===== config.mk =====
export PLATFORM = sky130hd
export DESIGN_NAME = operand_fetch_fwd
export DESIGN_NICKNAME = d
export VERILOG_FILES = /design/src/rtl/pipe_pkg.sv /design/src/rtl/fwd_sel.sv /design/src/rtl/operand_fetch_fwd.sv
export SDC_FILE = /design/constraint.sdc
export NUM_CORES = 1
export LEC_CHECK = 0
export CORE_UTILIZATION = 35
export DETAILED_ROUTE_END_ITERATION = 7
export PLACE_DENSITY = 0.85
export SLEW_MARGIN = 10
export SYNTH_ARGS = -nofsm -noshare
export SYNTH_HDL_FRONTEND = slang
export SYNTH_SLANG_ARGS = --single-unit

===== constraint.sdc =====
create_clock -name clk -period 7.55 [get_ports clk]
set_clock_uncertainty 0.1 [all_clocks]
set_input_delay 2.265 -clock clk [delete_from_list [all_inputs] [get_ports clk]]
set_output_delay 2.265 -clock clk [all_outputs]
set_load 0.005 [all_outputs]

===== src/rtl/pipe_pkg.sv =====
// Shared widths, stage-entry record and Tnew countdown helper for the
// decode-stage operand fetch / forwarding logic.
package pipe_pkg;

  localparam int ADDR_W = 5;
  localparam int DATA_W = 32;
  localparam int T_W    = 2;

  localparam logic [T_W-1:0] TUSE_NONE = 2'd3;

  typedef struct packed {
    logic [ADDR_W-1:0] dst;
    logic [T_W-1:0]    tnew;
  } stage_entry_t;

  function automatic logic [T_W-1:0] sat_dec(input logic [T_W-1:0] x);
    return (x == '0) ? '0 : x - T_W'(1);
  endfunction

endpackage


===== src/rtl/fwd_sel.sv =====
// Per-operand forwarding selector: newest matching stage wins, an unready
// producer yields GRF data plus a pending flag, and Tuse < Tnew asks for a stall.
module fwd_sel #(
  parameter int ADDR_W = pipe_pkg::ADDR_W,
  parameter int DATA_W = pipe_pkg::DATA_W,
  parameter int T_W    = pipe_pkg::T_W
) (
  input  logic [ADDR_W-1:0] op,
  input  logic [T_W-1:0]    tuse,
  input  logic [ADDR_W-1:0] e_dst,
  input  logic [T_W-1:0]    e_tnew,
  input  logic [ADDR_W-1:0] m_dst,
  input  logic [T_W-1:0]    m_tnew,
  input  logic [ADDR_W-1:0] w_dst,
  input  logic [T_W-1:0]    w_tnew,
  input  logic [DATA_W-1:0] e_data,
  input  logic [DATA_W-1:0] m_data,
  input  logic [DATA_W-1:0] w_data,
  input  logic [DATA_W-1:0] grf_data,
  output logic [DATA_W-1:0] val,
  output logic              pend,
  output logic              stall_req
);

  logic match_e, match_m, match_w, uses;

  // $0 is hard-wired, so it never matches an in-flight producer
  assign match_e = (op != '0) && (op == e_dst);
  assign match_m = (op != '0) && (op == m_dst);
  assign match_w = (op != '0) && (op == w_dst);
  assign uses    = (tuse != pipe_pkg::TUSE_NONE);

  // W can never stall: its remaining Tnew has always elapsed for real producers
  assign stall_req = uses && ((match_e && (tuse < e_tnew)) ||
                              (match_m && (tuse < m_tnew)));

  always_comb begin
    val  = grf_data;
    pend = 1'b0;
    if (match_e) begin
      if (e_tnew == '0) val = e_data;
      else              pend = 1'b1;
    end else if (match_m) begin
      if (m_tnew == '0) val = m_data;
      else              pend = 1'b1;
    end else if (match_w) begin
      if (w_tnew == '0) val = w_data;
      else              pend = 1'b1;
    end
  end

endmodule


===== src/rtl/operand_fetch_fwd.sv =====
// Decode-stage GRF read side: tracks E/M/W destination registers with their
// Tnew countdown, forwards the newest value into D and raises load-use stalls.
module operand_fetch_fwd #(
  parameter int ADDR_W = pipe_pkg::ADDR_W,
  parameter int DATA_W = pipe_pkg::DATA_W,
  parameter int T_W    = pipe_pkg::T_W
) (
  input  logic              clk,
  input  logic              reset,
  input  logic              d_valid,
  input  logic [ADDR_W-1:0] d_rs,
  input  logic [ADDR_W-1:0] d_rt,
  input  logic [T_W-1:0]    d_rs_tuse,
  input  logic [T_W-1:0]    d_rt_tuse,
  input  logic [ADDR_W-1:0] d_dst,
  input  logic              d_we,
  input  logic [T_W-1:0]    d_tnew,
  output logic [ADDR_W-1:0] grf_a1,
  output logic [ADDR_W-1:0] grf_a2,
  input  logic [DATA_W-1:0] grf_rd1,
  input  logic [DATA_W-1:0] grf_rd2,
  input  logic [DATA_W-1:0] e_data,
  input  logic [DATA_W-1:0] m_data,
  input  logic [DATA_W-1:0] w_data,
  output logic [DATA_W-1:0] rs_val,
  output logic [DATA_W-1:0] rt_val,
  output logic              rs_pend,
  output logic              rt_pend,
  output logic              stall
);
  import pipe_pkg::*;

  stage_entry_t stage_e_p0, stage_m_p1, stage_w_p2;
  logic         rs_stall, rt_stall, rs_pend_raw, rt_pend_raw;

  assign grf_a1 = d_rs;
  assign grf_a2 = d_rt;

  fwd_sel #(.ADDR_W(ADDR_W), .DATA_W(DATA_W), .T_W(T_W)) u_rs_sel (
    .op(d_rs), .tuse(d_rs_tuse),
    .e_dst(stage_e_p0.dst), .e_tnew(stage_e_p0.tnew),
    .m_dst(stage_m_p1.dst), .m_tnew(stage_m_p1.tnew),
    .w_dst(stage_w_p2.dst), .w_tnew(stage_w_p2.tnew),
    .e_data(e_data), .m_data(m_data), .w_data(w_data), .grf_data(grf_rd1),
    .val(rs_val), .pend(rs_pend_raw), .stall_req(rs_stall)
  );

  fwd_sel #(.ADDR_W(ADDR_W), .DATA_W(DATA_W), .T_W(T_W)) u_rt_sel (
    .op(d_rt), .tuse(d_rt_tuse),
    .e_dst(stage_e_p0.dst), .e_tnew(stage_e_p0.tnew),
    .m_dst(stage_m_p1.dst), .m_tnew(stage_m_p1.tnew),
    .w_dst(stage_w_p2.dst), .w_tnew(stage_w_p2.tnew),
    .e_data(e_data), .m_data(m_data), .w_data(w_data), .grf_data(grf_rd2),
    .val(rt_val), .pend(rt_pend_raw), .stall_req(rt_stall)
  );

  // A bubble in D neither stalls nor waits on later-stage forwarding
  assign stall   = d_valid & (rs_stall | rt_stall);
  assign rs_pend = d_valid & rs_pend_raw & ~stall;
  assign rt_pend = d_valid & rt_pend_raw & ~stall;

  // D -> E (p0), E -> M (p1), M -> W (p2)
  always_ff @(posedge clk) begin
    if (!reset) begin
      stage_e_p0 <= '0;
      stage_m_p1 <= '0;
      stage_w_p2 <= '0;
    end else begin
      stage_w_p2.dst  <= stage_m_p1.dst;
      stage_w_p2.tnew <= sat_dec(stage_m_p1.tnew);
      stage_m_p1.dst  <= stage_e_p0.dst;
      stage_m_p1.tnew <= sat_dec(stage_e_p0.tnew);
      if (stall || !d_valid) begin
        stage_e_p0 <= '0;
      end else begin
        stage_e_p0.dst  <= d_we ? d_dst : '0;
        stage_e_p0.tnew <= d_tnew;
      end
    end
  end

endmodule

==> flow_metrics.env <==
export IMPL_gp_congestion=0.922
export IMPL_final_common_cell="clkdlybuf4s50_1"
export IMPL_status="complete, no violations"
export IMPL_grt_pass1_wl_microns=26200
export IMPL_busiest_layer="met2"
export IMPL_die_width_microns=110
export IMPL_row_count=39
export IMPL_synth_top_area_frac=0.306
export IMPL_fp_coreArea_sq_mm=0.0114
export IMPL_htree_levels=1
export IMPL_clk_latency_ns=0.25
export IMPL_ff2ff_path_depth=8
export IMPL_dr_pass1_iters=4
export IMPL_min_period_ns=7.52
export IMPL_met2_usage=0.508
export IMPL_finalCritPeriodShare=0.996
export IMPL_syn_area_per_cell_sq_um=8.28
export IMPL_cp_arrival_ns=5.15
export IMPL_viasPerCell=6.05
export IMPL_p_comb_frac=0.622
export IMPL_grt_pass1_vias=5321
export IMPL_startpoint_type="input port"
export IMPL_synth_edf_count=0
export IMPL_synth_async_reset_ratio=0
export IMPL_synthesis_area_sq_mm=0.00409
export IMPL_power_internal_mw=0.410
export IMPL_ios=262
export IMPL_multiInputGateArea_sq_mm=0.00346
export IMPL_grt_max_degree=68
export IMPL_cts_clk_slew_worst_paths_ns=0.06
export IMPL_crit_required_ns=5.18
export IMPL_crit_fanout=4
export IMPL_synth_cell_types=36
export IMPL_grt_usage=0.277
export IMPL_crit_type="input port to primary output"
export IMPL_area_growth_pct=74.0
export IMPL_fmax_mhz=133
export IMPL_grtUsageMet3=0.0535
export IMPL_drive_above_1_share=0.0779
export IMPL_vias=5296
export IMPL_clock_sinks=21
export IMPL_regArea_sq_um=420
export IMPL_initial_utilization=0.358
export IMPL_r2r_end="stage_e_p0[1]$_SDFF_PP0_"
export IMPL_ir_worst_vdd_uv=166
export IMPL_hold_violations=0
export IMPL_syn_inst=494
export IMPL_setup_tns_ns=0
export IMPL_drt_iter0_drc=381
export IMPL_drc=0
export IMPL_p_sw_mw=0.201
export IMPL_wl_per_cell_microns=21.0
export IMPL_rr_startpoint="stage_e_p0[1]$_SDFF_PP0_"
export IMPL_crit_path_end_kind="primary output"
export IMPL_cp_endpoint="rs_pend"
export IMPL_synth_top_cell_by_area="mux2i_1"
export IMPL_cts_setup_buffers=0
export IMPL_seq_area_frac_synth=0.103
export IMPL_pwr_share_clk=0.186
export IMPL_clockBufferDepth=2
export IMPL_placed_area_sq_mm=0.00694
export IMPL_r2r_setup_slack_ns=5.30
export IMPL_die_area_sq_mm=0.0121
export IMPL_drv_slew=0
export IMPL_crit_path_start="d_rs[1]"
export IMPL_antenna_cells=0
export IMPL_place_hpwl_microns=13400
export IMPL_stdcell_area_sq_mm=0.00711
export IMPL_rsz0062_at_grt="true"
export IMPL_max_cap_violations=0
export IMPL_finalSetupViolations=0
export IMPL_postCtsHoldBufs=0
export IMPL_cts_tree="yes"
export IMPL_leakage_nw=2.70
export IMPL_drt_total_wl_microns=18400
export IMPL_antenna_found_initial=0
export IMPL_power_total_mw=0.611
export IMPL_p_sw_frac=0.329
export IMPL_max_slew_margin=0.233
export IMPL_ys_warn_count=0
export IMPL_use_met1=0.304
export IMPL_syn_nets=685
export IMPL_worst_slew_pin_slew_ns=1.15
export IMPL_hp_class="flip-flop to flip-flop"
export IMPL_final_cell_mix="255 x clkdlybuf4s50_1, 125 x mux2i_1, 63 x a211oi_1"
export IMPL_fillers=935
export IMPL_netlist_top_cells_area="mux2i_1 31%, a221oi_1 13%, a211oi_1 12%, dfxtp_1 10%, and2_1 7.0%"
export IMPL_numCtsBuffers=3
export IMPL_ant_nets=0
export IMPL_nets=924
export IMPL_power_per_cell_area_mw_per_mm2=85.9
export IMPL_grt_overflow_total=0
export IMPL_yosys_register_bits=21
export IMPL_power_frac_seq=0.192
export IMPL_io_buffers=261
export IMPL_root_buffer="clkbuf_16"
export IMPL_synthFlopType="dfxtp_1"
export IMPL_die_h_microns=110
cell usage after synthesis (5+ instances only):
cell	count
mux2i_1	125
a211oi_1	63
a221oi_1	63
and2_1	46
clkbuf_1	26
xnor2_1	25
dfxtp_1	21
buf_2	20
nand3_1	13
nor2_1	13
buf_4	11
ha_1	6
inv_1	6
nor2b_1	6
nor3_1	6
o211ai_1	5
xor2_1	5
stage by stage:
step | util | setup slack, ns | hold slack [ns] | instances
CTS | 0.618 | 0.0320 | 0.386 | 875
global route | 0.623 | -0.0131 | 0.400 | 875
detailed placement | 0.608 | -0.0786 | 0.370 | 871
finish | 0.623 | 0.0323 | 0.388 | 875
floorplan | - | 1.20 | 0.326 | 494
global placement | 0.608 | -0.0377 | 0.346 | 871
worst max-delay path, stage by stage:
cell	delay [ns]
clkdlybuf4s50_1	0.42
or4_4	0.54
buf_4	0.16
o211ai_1	0.22
buf_4	0.16
nor4_1	0.05
or4_1	0.59
a211oi_2	0.22
clkdlybuf4s50_1	0.54
logic make-up after synthesis:
kind of cell               synth area share
xor gates and xnor gates             0.0643
DFF                                   0.103
muxes                                 0.306
buffers and inverters                0.0750
adders and majority gates            0.0184
and+or+nand+nor                       0.144
AOI/OAI and AO/OA                     0.289
repair_timing:
action | CTS | global route
pin swaps | 1 | 1
setup endpoints to repair | 31 | 59
resized for setup | 5 | 15
registers in the layout, summed over array words and instances, names as in the netlist:
signal	cells
stage_e_p0	7
stage_m_p1	7
stage_w_p2	7
worst min-delay path by stage:
| stage | from | endpoint | slack [ns] | depth (start not counted) |
|---|---|---|---|---|
| 6_report | stage_e_p0[0]$_SDFF_PP0_ | stage_m_p1[0]$_SDFF_PP0_ | 0.39 | 1 |
| 5_1_grt | stage_e_p0[0]$_SDFF_PP0_ | stage_m_p1[0]$_SDFF_PP0_ | 0.40 | 1 |
| 4_1_cts | stage_e_p0[0]$_SDFF_PP0_ | stage_m_p1[0]$_SDFF_PP0_ | 0.39 | 1 |
| 3_5_place_dp | stage_m_p1[0]$_SDFF_PP0_ | stage_w_p2[0]$_SDFF_PP0_ | 0.37 | 1 |
| 3_3_place_gp | stage_e_p0[0]$_SDFF_PP0_ | stage_m_p1[0]$_SDFF_PP0_ | 0.35 | 1 |
| 2_1_floorplan | stage_m_p1[0]$_SDFF_PP0_ | stage_w_p2[0]$_SDFF_PP0_ | 0.33 | 1 |
per-layer routing:
| layer | up-vias | share of wire |
|---|---|---|
| met3 | 57 | 0.083 |
| li1 | 2435 | - |
| met2 | 286 | 0.50 |
| met1 | 2518 | 0.38 |
| met5 | - | 0 |
| met4 | 0 | 0.035 |
power by group through the flow:
stage	logic, mW	registers, mW	clock network (mW)
after global placement	0.362	0.119	0
final	0.380	0.117	0.114
after CTS	0.375	0.117	0.114
after detailed placement	0.371	0.120	0
after floorplan	0.151	0.118	0
after global routing	0.405	0.118	0.121
layout make-up:
| type | instances | area share |
|---|---|---|
| timing repair buffer | 292 | 0.414 |
| clock buffer | 3 | 0.0106 |
| sequential | 21 | 0.0591 |
| inverter | 6 | 0.00317 |
| multi-input combinational | 409 | 0.487 |
| clock inverter | 1 | 0.00106 |
| tap | 143 | 0.0251 |
No activity file was read; power rests on OpenSTA's default activity.
